--- config.mk ---
export PLATFORM = sky130hd
export DESIGN_NAME = trap_sequencer
export DESIGN_NICKNAME = d
export VERILOG_FILES = /design/src/rtl/trap_sequencer_pkg.sv /design/src/rtl/trap_cause_select.sv /design/src/rtl/trap_sequencer.sv
export SDC_FILE = /design/constraint.sdc
export NUM_CORES = 1
export LEC_CHECK = 0
export ABC_AREA = 1
export BUFFER_PORTS_ARGS = -buffer_cell sky130_fd_sc_hd__buf_2
export CORE_AREA = 2 2 154 156
export CTS_BUF_LIST = sky130_fd_sc_hd__clkbuf_4
export CTS_CLUSTER_DIAMETER = 50
export CTS_CLUSTER_SIZE = 30
export DETAILED_ROUTE_END_ITERATION = 10
export DIE_AREA = 0 0 156 158
export PLACE_DENSITY = 0.67
export SLEW_MARGIN = 20
export SYNTH_ARGS = -nofsm -noshare
export SYNTH_HDL_FRONTEND = slang
export SYNTH_HIERARCHICAL = 1
export SYNTH_SLANG_ARGS = --single-unit
--- constraint.sdc ---
create_clock -name iCLK -period 2.42 [get_ports iCLK]
set_input_delay 0.121 -clock iCLK [delete_from_list [all_inputs] [get_ports iCLK]]
set_output_delay 0.121 -clock iCLK [all_outputs]
set_load 0.02 [all_outputs]
--- src/rtl/trap_sequencer_pkg.sv ---
// Shared definitions for the user-mode trap sequencer:
// FSM encoding, cause codes, ustatus bit positions and utvec modes.
package trap_sequencer_pkg;

    typedef enum logic [1:0] {
        ST_IDLE,
        ST_ENTRY,
        ST_RETURN,
        ST_REDIRECT
    } state_e;

    localparam logic [4:0] EXC_ILLEGAL     = 5'd2;
    localparam logic [4:0] EXC_LD_MISALIGN = 5'd4;
    localparam logic [4:0] EXC_LD_FAULT    = 5'd5;
    localparam logic [4:0] EXC_ST_MISALIGN = 5'd6;
    localparam logic [4:0] EXC_ST_FAULT    = 5'd7;

    localparam logic [4:0] IRQ_SOFT  = 5'd0;
    localparam logic [4:0] IRQ_TIMER = 5'd4;
    localparam logic [4:0] IRQ_EXT   = 5'd8;

    localparam int USTATUS_UIE  = 0;
    localparam int USTATUS_UPIE = 4;

    localparam logic [1:0] UTVEC_DIRECT   = 2'd0;
    localparam logic [1:0] UTVEC_VECTORED = 2'd1;

    // Causes whose tval is the faulting data address.
    function automatic logic tval_is_addr(input logic [4:0] code);
        return (code == EXC_LD_MISALIGN) || (code == EXC_LD_FAULT) ||
               (code == EXC_ST_MISALIGN) || (code == EXC_ST_FAULT);
    endfunction

endpackage

--- src/rtl/trap_cause_select.sv ---
// Combinational trap arbitration: exception over interrupts,
// and among interrupts external > software > timer.
module trap_cause_select
    import trap_sequencer_pkg::*;
(
    input  logic       uie,
    input  logic       en_soft,
    input  logic       en_timer,
    input  logic       en_ext,
    input  logic       soft_irq,
    input  logic       timer_irq,
    input  logic       ext_irq,
    input  logic       exc_req,
    input  logic [4:0] exc_code,
    output logic       trap_valid,
    output logic       trap_is_irq,
    output logic [4:0] trap_code
);

    logic soft_act;
    logic timer_act;
    logic ext_act;

    assign soft_act  = uie & en_soft  & soft_irq;
    assign timer_act = uie & en_timer & timer_irq;
    assign ext_act   = uie & en_ext   & ext_irq;

    // Pick the single highest-priority pending trap source.
    always_comb begin
        trap_valid  = 1'b1;
        trap_is_irq = 1'b0;
        trap_code   = 5'd0;
        if (exc_req) begin
            trap_code = exc_code;
        end else if (ext_act) begin
            trap_is_irq = 1'b1;
            trap_code   = IRQ_EXT;
        end else if (soft_act) begin
            trap_is_irq = 1'b1;
            trap_code   = IRQ_SOFT;
        end else if (timer_act) begin
            trap_is_irq = 1'b1;
            trap_code   = IRQ_TIMER;
        end else begin
            trap_valid = 1'b0;
        end
    end

endmodule

--- src/rtl/trap_sequencer.sv ---
// User-mode trap entry / URET sequencer: captures the event at commit,
// writes the CSR bundle, then redirects and flushes the pipeline.
module trap_sequencer
    import trap_sequencer_pkg::*;
#(
    parameter int XLEN = 32
) (
    input  logic            iCLK,
    input  logic            iRST,
    input  logic            iValid,
    input  logic [XLEN-1:0] iPC,
    input  logic [31:0]     iInstr,
    input  logic            iExcReq,
    input  logic [4:0]      iExcCode,
    input  logic [XLEN-1:0] iExcTval,
    input  logic            iUret,
    input  logic            iSoftIrq,
    input  logic            iTimerIrq,
    input  logic            iExtIrq,
    input  logic [XLEN-1:0] iUstatus,
    input  logic [XLEN-1:0] iUie,
    input  logic [XLEN-1:0] iUtvec,
    input  logic [XLEN-1:0] iUepc,
    output logic            oCSRWrite,
    output logic [XLEN-1:0] oUcause,
    output logic [XLEN-1:0] oUepc,
    output logic [XLEN-1:0] oUtval,
    output logic [XLEN-1:0] oUstatus,
    output logic            oStall,
    output logic            oFlush,
    output logic            oRedirect,
    output logic [XLEN-1:0] oRedirectPC
);

    state_e          state_q, state_d;
    logic [XLEN-1:0] cause_q, cause_d;
    logic [XLEN-1:0] epc_q, epc_d;
    logic [XLEN-1:0] tval_q, tval_d;
    logic [XLEN-1:0] ustatus_q, ustatus_d;
    logic [XLEN-1:0] target_q, target_d;
    logic            csr_write_q, csr_write_d;
    logic            redirect_q, redirect_d;
    logic            flush_q, flush_d;

    logic            trap_valid;
    logic            trap_is_irq;
    logic [4:0]      trap_code;
    logic            idle;
    logic            trap_accept;
    logic            uret_accept;
    logic [XLEN-1:0] tvec_base;
    logic            unused_uie;

    assign unused_uie = ^{iUie[XLEN-1:9], iUie[7:5], iUie[3:1]};

    trap_cause_select u_sel (
        .uie         (iUstatus[USTATUS_UIE]),
        .en_soft     (iUie[0]),
        .en_timer    (iUie[4]),
        .en_ext      (iUie[8]),
        .soft_irq    (iSoftIrq),
        .timer_irq   (iTimerIrq),
        .ext_irq     (iExtIrq),
        .exc_req     (iExcReq),
        .exc_code    (iExcCode),
        .trap_valid  (trap_valid),
        .trap_is_irq (trap_is_irq),
        .trap_code   (trap_code)
    );

    assign idle        = (state_q == ST_IDLE);
    assign trap_accept = idle & iValid & trap_valid;
    assign uret_accept = idle & iValid & ~trap_valid & iUret;
    assign tvec_base   = {iUtvec[XLEN-1:2], 2'b00};

    // Next-state and capture of the CSR bundle and redirect target.
    always_comb begin
        state_d     = state_q;
        cause_d     = cause_q;
        epc_d       = epc_q;
        tval_d      = tval_q;
        ustatus_d   = ustatus_q;
        target_d    = target_q;
        csr_write_d = 1'b0;
        redirect_d  = 1'b0;
        flush_d     = 1'b0;
        case (state_q)
            ST_IDLE: begin
                if (trap_accept) begin
                    state_d     = ST_ENTRY;
                    csr_write_d = 1'b1;
                    epc_d       = iPC;
                    ustatus_d   = iUstatus;
                    ustatus_d[USTATUS_UPIE] = iUstatus[USTATUS_UIE];
                    ustatus_d[USTATUS_UIE]  = 1'b0;
                    if (trap_is_irq) begin
                        cause_d = {1'b1, (XLEN-1)'(trap_code)};
                        tval_d  = '0;
                    end else begin
                        cause_d = XLEN'(trap_code);
                        if (trap_code == EXC_ILLEGAL)
                            tval_d = XLEN'(iInstr);
                        else if (tval_is_addr(trap_code))
                            tval_d = iExcTval;
                        else
                            tval_d = '0;
                    end
                    if (iUtvec[1:0] == UTVEC_VECTORED && trap_is_irq)
                        target_d = tvec_base + XLEN'({trap_code, 2'b00});
                    else
                        target_d = tvec_base;
                end else if (uret_accept) begin
                    state_d     = ST_RETURN;
                    csr_write_d = 1'b1;
                    epc_d       = iUepc;
                    ustatus_d   = iUstatus;
                    ustatus_d[USTATUS_UIE]  = iUstatus[USTATUS_UPIE];
                    ustatus_d[USTATUS_UPIE] = 1'b1;
                    target_d    = {iUepc[XLEN-1:1], 1'b0};
                end
            end
            ST_ENTRY, ST_RETURN: begin
                state_d    = ST_REDIRECT;
                redirect_d = 1'b1;
                flush_d    = 1'b1;
            end
            ST_REDIRECT: state_d = ST_IDLE;
            default:     state_d = ST_IDLE;
        endcase
    end

    // State and registered outputs; reset aborts any sequence.
    always_ff @(posedge iCLK) begin
        if (iRST) begin
            state_q     <= ST_IDLE;
            cause_q     <= '0;
            epc_q       <= '0;
            tval_q      <= '0;
            ustatus_q   <= '0;
            target_q    <= '0;
            csr_write_q <= 1'b0;
            redirect_q  <= 1'b0;
            flush_q     <= 1'b0;
        end else begin
            state_q     <= state_d;
            cause_q     <= cause_d;
            epc_q       <= epc_d;
            tval_q      <= tval_d;
            ustatus_q   <= ustatus_d;
            target_q    <= target_d;
            csr_write_q <= csr_write_d;
            redirect_q  <= redirect_d;
            flush_q     <= flush_d;
        end
    end

    assign oCSRWrite   = csr_write_q;
    assign oUcause     = cause_q;
    assign oUepc       = epc_q;
    assign oUtval      = tval_q;
    assign oUstatus    = ustatus_q;
    assign oRedirect   = redirect_q;
    assign oFlush      = flush_q;
    assign oRedirectPC = target_q;
    assign oStall      = ~idle | trap_accept | uret_accept;

endmodule

==> flow_metrics.env, run 1 <==
export IMPL_start_kind="flip-flop"
export IMPL_fin_worst_skew_ns=0.0396
export IMPL_r2r_start="state_q[0]"
export IMPL_cts_buffer_depth=2
export IMPL_crit_path_start="state_q[0]"
export IMPL_fin_cells=1857
export IMPL_ir_drop_v=0.000453
export IMPL_drcViolationCount=0
export IMPL_holdPathEnd="oRedirectPC[4]"
export IMPL_r2r_end="oUepc[31]"
export IMPL_grt_max_degree=65
export IMPL_vias=9077
export IMPL_synthesis_area_sq_um=6930
export IMPL_drt_met1_wl_microns=12200
export IMPL_critPathMaxStageDelay_ns=0.55
export IMPL_worstSkewPairLatency_ns=0.58
export IMPL_relSlewSlack_pct=57.2
export IMPL_final_cell_mix="buf_2 (344), nand2_1 (225), dlygate4sd3_1 (199)"
export IMPL_rsz0062_at_grt="yes"
export IMPL_avgRoutedWirePerCell_microns=16.3
export IMPL_synth_area_leaders="dfxtp_1 (40%), nand2_1 (12%), o21ai_0 (7.0%), nor2_1 (6.6%), a21oi_1 (6.3%)"
export IMPL_synth_top_area_share_pct=39.6
export IMPL_layout_commonest_cell="buf_2"
export IMPL_core_area_sq_um=23100
export IMPL_grt_pass1_wl_microns=43800
export IMPL_fp_dieArea_sq_um=24600
export IMPL_start_util_pct=30.0
export IMPL_fill_cells=2168
export IMPL_drive_gt1_share_pct=27.7
export IMPL_ctsRootBufferMaster="clkbuf_4"
export IMPL_postRouteAntennaNets=0
export IMPL_end_kind="flip-flop"
export IMPL_crit_fanout=22
export IMPL_p_per_area_nw_per_um2=697
export IMPL_wl_met2_microns=14300
export IMPL_ios=401
export IMPL_outcome="finished, final reports clean"
export IMPL_grt_pass1_vias=8485
export IMPL_cts_max_level=4
export IMPL_timing_critical_path_buf_inv=5
export IMPL_drt_initial_drc_count=748
export IMPL_worst_ep_required_time_ns=2.94
export IMPL_fmax_ghz=0.424
export IMPL_utilization_pct=48.7
export IMPL_slowest_stage="dlygate4sd3_1"
export IMPL_die_width_microns=156
export IMPL_gp_congestion=0.884
export IMPL_crit_chain="inv_1, ha_1, nand3_1, buf_4, nor2_4, buf_4, nand2_1, nand3_1, dlygate4sd3_1, nand2_1, inv_1"
export IMPL_cts_inserted_buffers=17
export IMPL_setup_viol=0
export IMPL_slew_violations=0
export IMPL_hp_class="input port to flip-flop"
export IMPL_multi_input_area_sq_um=3530
export IMPL_die_h_microns=158
export IMPL_hp_start="iUtvec[4]"
export IMPL_wl_met3_microns=2580
export IMPL_hpwl_microns=19200
export IMPL_synth_seq_cells=137
export IMPL_drtPass1Iterations=5
export IMPL_worst_pin_slew_ns=0.635
export IMPL_critPathArrivalTime_ns=2.88
export IMPL_synth_cell_type_count=40
export IMPL_fin_crit_sh_pct=97.6
export IMPL_cts_tree="built"
export IMPL_synth_cells=1014
export IMPL_portBuffers=344
export IMPL_top_layer="met5"
export IMPL_seq_area_sq_um=2740
export IMPL_reg2reg_depth=11
export IMPL_yosys_area_top_type="dfxtp_1"
export IMPL_dp_cells=1612
export IMPL_p_leak_uw=0.00558
export IMPL_hold_depth=3
export IMPL_final_hold_viol_count=0
export IMPL_path_class="flip-flop to flip-flop"
export IMPL_nNetsFinal=1794
export IMPL_drv_cap=0
export IMPL_ys_warn_count=6
export IMPL_wl_microns=30400
export IMPL_post_route_min_period_ns=2.36
export IMPL_syn_to_final_growth_pct=62.2
export IMPL_rows=56
export IMPL_synth_avg_cell_area_sq_um=6.83
export IMPL_grt_overflow=0
export IMPL_via_per_inst=4.89
export IMPL_critical_path_top_delay_family="buffers and inverters"
export IMPL_r2r_setup_slack_ns=0.06
export IMPL_synth_seq_area_share_pct=39.6
export IMPL_path_clk_slew_ns=0.15
export IMPL_track_usage_pct=22.8
export IMPL_grt_antenna_before_repair=5
export IMPL_clkSinkCount=137
==> how the worst max path moves through the flow <==
stage,cells after the start,end
3_3_place_gp,9,oRedirectPC[28]
5_1_grt,11,oUepc[18]
4_1_cts,9,oRedirectPC[12]
2_1_floorplan,14,oRedirectPC[13]
6_report,11,oUepc[31]
3_5_place_dp,9,oRedirectPC[28]
==> per-stage QoR <==
stage / setup TNS (ns) / hold slack, ns / setup slack [ns] / power (uW) / cell area [sq um]
after global placement: 0 / 0.357 / 0.117 / 5860 / 8830
after floorplan: 0 / 0.258 / 0.660 / 4830 / 7020
final: 0 / 0.0104 / 0.0588 / 7830 / 11200
after global routing: -0.0402 / 0.0249 / -0.0146 / 8300 / 11200
after CTS: 0 / 0.00703 / 0.0159 / 7770 / 11100
after detailed placement: 0 / 0.364 / 0.0805 / 5910 / 8830
==> area by class of cell <==
cell class	instances	area share [%]
Clock buffer	17	1.14
Multi-Input combinational cell	734	31.4
Sequential cell	137	24.4
Clock inverter	15	1.18
Timing Repair Buffer	572	35.6
Tap cell	290	3.23
Antenna cell	5	0.111
Inverter	87	2.93
==> kinds of logic after synthesis <==
logic type | after synthesis | share of synthesized area (%)
compound gates | 241 | 19.2
other cells | 1 | 0.0541
flops | 137 | 39.6
xor+xnor | 3 | 0.379
simple gates | 455 | 28.0
buf+inv | 169 | 11.3
fa+ha+maj | 8 | 1.55
==> Yosys cell counts, drive strengths merged <==
master	count
a21boi	2
a21o	2
a21oi	88
a22oi	1
a31oi	5
buf	55
clkbuf	27
clkinv	1
conb	1
dfxtp	137
fa	1
ha	7
inv	86
nand2	231
nand3	68
nand3b	2
nand4	12
nor2	132
nor3	7
nor4	2
o211ai	4
o21ai	104
o21bai	3
o221a	1
o31ai	31
or2	1
xnor2	2
xor2	1
==> repair_timing <==
action                                  in CTS  in global routing
endpoints found under the setup margin       1                 22
endpoints found under the hold margin      133                  1
pin swaps                                    0                  1
setup buffers                                0                  7
gates resized for setup                      2                 14
gates cloned                                 0                  2
hold buffers                               199                  1
==> state kept, by name (all words and copies together) (netlist names) <==
signal	cells
oCSRWrite	1
oFlush	1
oRedirectPC	31
oUcause	6
oUepc	32
oUstatus	32
oUtval	32
state_q	2
==> tightest hold or removal path, stage by stage <==
cell and delay [ns]:
buf_2 0.10, o211ai_1 0.16, a21oi_1 0.14
==> where the power goes <==
group / switching, uW / internal [uW]
Combinational: 2200 / 1240
Clock: 1060 / 444
Sequential: 202 / 2680
Total: 3460 / 4370
==> layer usage <==
layer,vias up,global-route usage (%)
met4,4,11.1
met5,-,0
met1,4075,26.6
met3,120,7.12
li1,4352,-
met2,526,38.2
Note: power is estimated with default switching activity, not from simulation.
==> run 2: changes to the inputs <==
--- a/config.mk
+++ b/config.mk
@@ -13,7 +13,7 @@
 export CTS_CLUSTER_SIZE = 30
 export DETAILED_ROUTE_END_ITERATION = 10
 export DIE_AREA = 0 0 156 158
-export PLACE_DENSITY = 0.67
+export PLACE_DENSITY = 0.69
 export SLEW_MARGIN = 20
 export SYNTH_ARGS = -nofsm -noshare
 export SYNTH_HDL_FRONTEND = slang
==> constraint.sdc (replaced) <==
create_clock -name iCLK -period 2.16 [get_ports iCLK]
set_input_delay 0.108 -clock iCLK [delete_from_list [all_inputs] [get_ports iCLK]]
set_output_delay 0.108 -clock iCLK [all_outputs]
set_load 0.02 [all_outputs]
==> flow_metrics.env, run 2 (synthesis results as in run 1) <==
export IMPL_cts_inserted_buffers=17
export IMPL_syn_to_final_growth_pct=63.2
export IMPL_cts_tree="built"
export IMPL_start_util_pct=30.0
export IMPL_worst_hold_slack_ns=0.0204
export IMPL_fmax_ghz=0.497
export IMPL_die_width_microns=156
export IMPL_worst_pin_slew_ns=0.609
export IMPL_drtPass1Iterations=5
export IMPL_utilization_pct=49.0
export IMPL_final_hold_viol_count=0
export IMPL_postRouteAntennaNets=0
export IMPL_worstSkewPairLatency_ns=0.57
export IMPL_ir_drop_v=0.000408
export IMPL_setup_viol=0
export IMPL_die_h_microns=158
export IMPL_drt_initial_drc_count=821
export IMPL_rows=56
export IMPL_ctsRootBufferMaster="clkbuf_4"
export IMPL_path_class="input port to flip-flop"
export IMPL_grt_overflow=0
export IMPL_path_clk_slew_ns=0.14
export IMPL_slew_violations=0
export IMPL_track_usage_pct=23.4
export IMPL_vias=8971
export IMPL_hpwl_microns=19800
export IMPL_wl_microns=30300
export IMPL_via_per_inst=4.84
export IMPL_final_cell_mix="buf_2 (343), nand2_1 (225), dlygate4sd3_1 (191)"
export IMPL_portBuffers=344
export IMPL_core_area_sq_um=23100
export IMPL_grt_pass1_vias=8557
export IMPL_layout_commonest_cell="buf_2"
export IMPL_fin_worst_skew_ns=0.0326
export IMPL_drcViolationCount=0
export IMPL_p_per_area_nw_per_um2=792
export IMPL_grt_pass1_wl_microns=44900
export IMPL_total_power_uw=8950
export IMPL_post_route_min_period_ns=2.01
export IMPL_fp_dieArea_sq_um=24600
export IMPL_ios=401
export IMPL_finalWorstSetupSlack_ns=0.149
export IMPL_clkSinkCount=137
export IMPL_start_kind="input port"
export IMPL_worst_ep_required_time_ns=2.65
export IMPL_gp_congestion=0.902
export IMPL_relSlewSlack_pct=59.0
export IMPL_grt_max_degree=63
export IMPL_critPathArrivalTime_ns=2.50
export IMPL_outcome="finished, final reports clean"
export IMPL_drive_gt1_share_pct=28.2
export IMPL_p_leak_uw=0.00561
export IMPL_cts_max_level=4
export IMPL_drv_cap=0
export IMPL_crit_fanout=7
export IMPL_grt_antenna_before_repair=4
export IMPL_avgRoutedWirePerCell_microns=16.4
export IMPL_dp_worst_setup_slack_ns=-0.00874
export IMPL_hp_class="input port to flip-flop"
export IMPL_fin_cells=1852
export IMPL_nNetsFinal=1792
export IMPL_cts_buffer_depth=2
export IMPL_end_kind="flip-flop"
export IMPL_fin_crit_sh_pct=93.1
export IMPL_rsz0062_at_grt="no"
export IMPL_dp_cells=1622
[run 2: changes by cell type in the layout (fill, tap and decap cells not counted), moves of 2 or more]
| cell | before | now |
|---|---|---|
| buf_12 | 3 | 11 |
| clkinv_1 | 3 | 1 |
| bufbuf_16 | 0 | 2 |
| dlygate4sd3_1 | 199 | 191 |
| diode_2 | 5 | 2 |
[run 2: critical path, cell delays in order]
cell and delay, ns:
dlygate4sd3_1 0.56, buf_2 0.14, nand2_1 0.06, inv_1 0.06, inv_1 0.06, nand2_1 0.08, nor4_4 0.30, buf_4 0.23
nand2_1 0.07, a21boi_0 0.14, dlygate4sd3_1 0.58, o21ai_0 0.13
[run 2: final timing paths]
kind | startpoint | to | slack, ns | cells after the start
hold reg to reg | oUtval[8] | oUtval[8] | 0.47 | 2
setup reg to reg | state_q[0] | oUstatus[6] | 0.24 | 10
setup / recovery | iExcCode[0] | oUtval[17] | 0.15 | 12
hold / removal | iUtvec[5] | oRedirectPC[5] | 0.02 | 3
[run 2: through the flow]
stage	setup TNS (ns)	area [sq um]
2_1_floorplan	0	7020
3_3_place_gp	-0.00379	9020
3_5_place_dp	-0.00874	9020
4_1_cts	0	11300
5_1_grt	0	11300
6_report	0	11300
[run 2: power breakdown]
part	internal [uW]	total [uW]	switching (uW)
Clock	520	1700	1180
Combinational	1540	4030	2480
Sequential	3000	3230	223
Total	5060	8950	3890
[run 2: timing repair]
| item | CTS | global route |
|---|---|---|
| hold buffers | 191 | 0 |
| resized for setup | 1 | 6 |
| buffers inserted | 2 | 1 |
| endpoints found under the hold margin | 130 | 0 |
| setup endpoints to repair | 1 | 47 |
| pin swaps | 1 | 1 |
| cloned | 2 | 0 |
[run 2: per-layer routing]
| layer | global-route usage (%) | vias to the layer above | share of wire [%] |
|---|---|---|---|
| met5 | 0 | - | 0.069 |
| met4 | 9.04 | 4 | 3.0 |
| met3 | 6.21 | 80 | 7.0 |
| met2 | 40.8 | 451 | 49 |
| met1 | 27.5 | 4085 | 41 |
| li1 | - | 4351 | - |
[run 2: cell type report]
class,instances,area [sq um]
repair buffers,570,4090
clock inverters,14,131
diodes,2,5.00
fillers,2187,11700
clock buffers,18,135
well taps,290,363
inverters,87,332
flip-flops and latches,137,2740
multi-input cells,734,3510
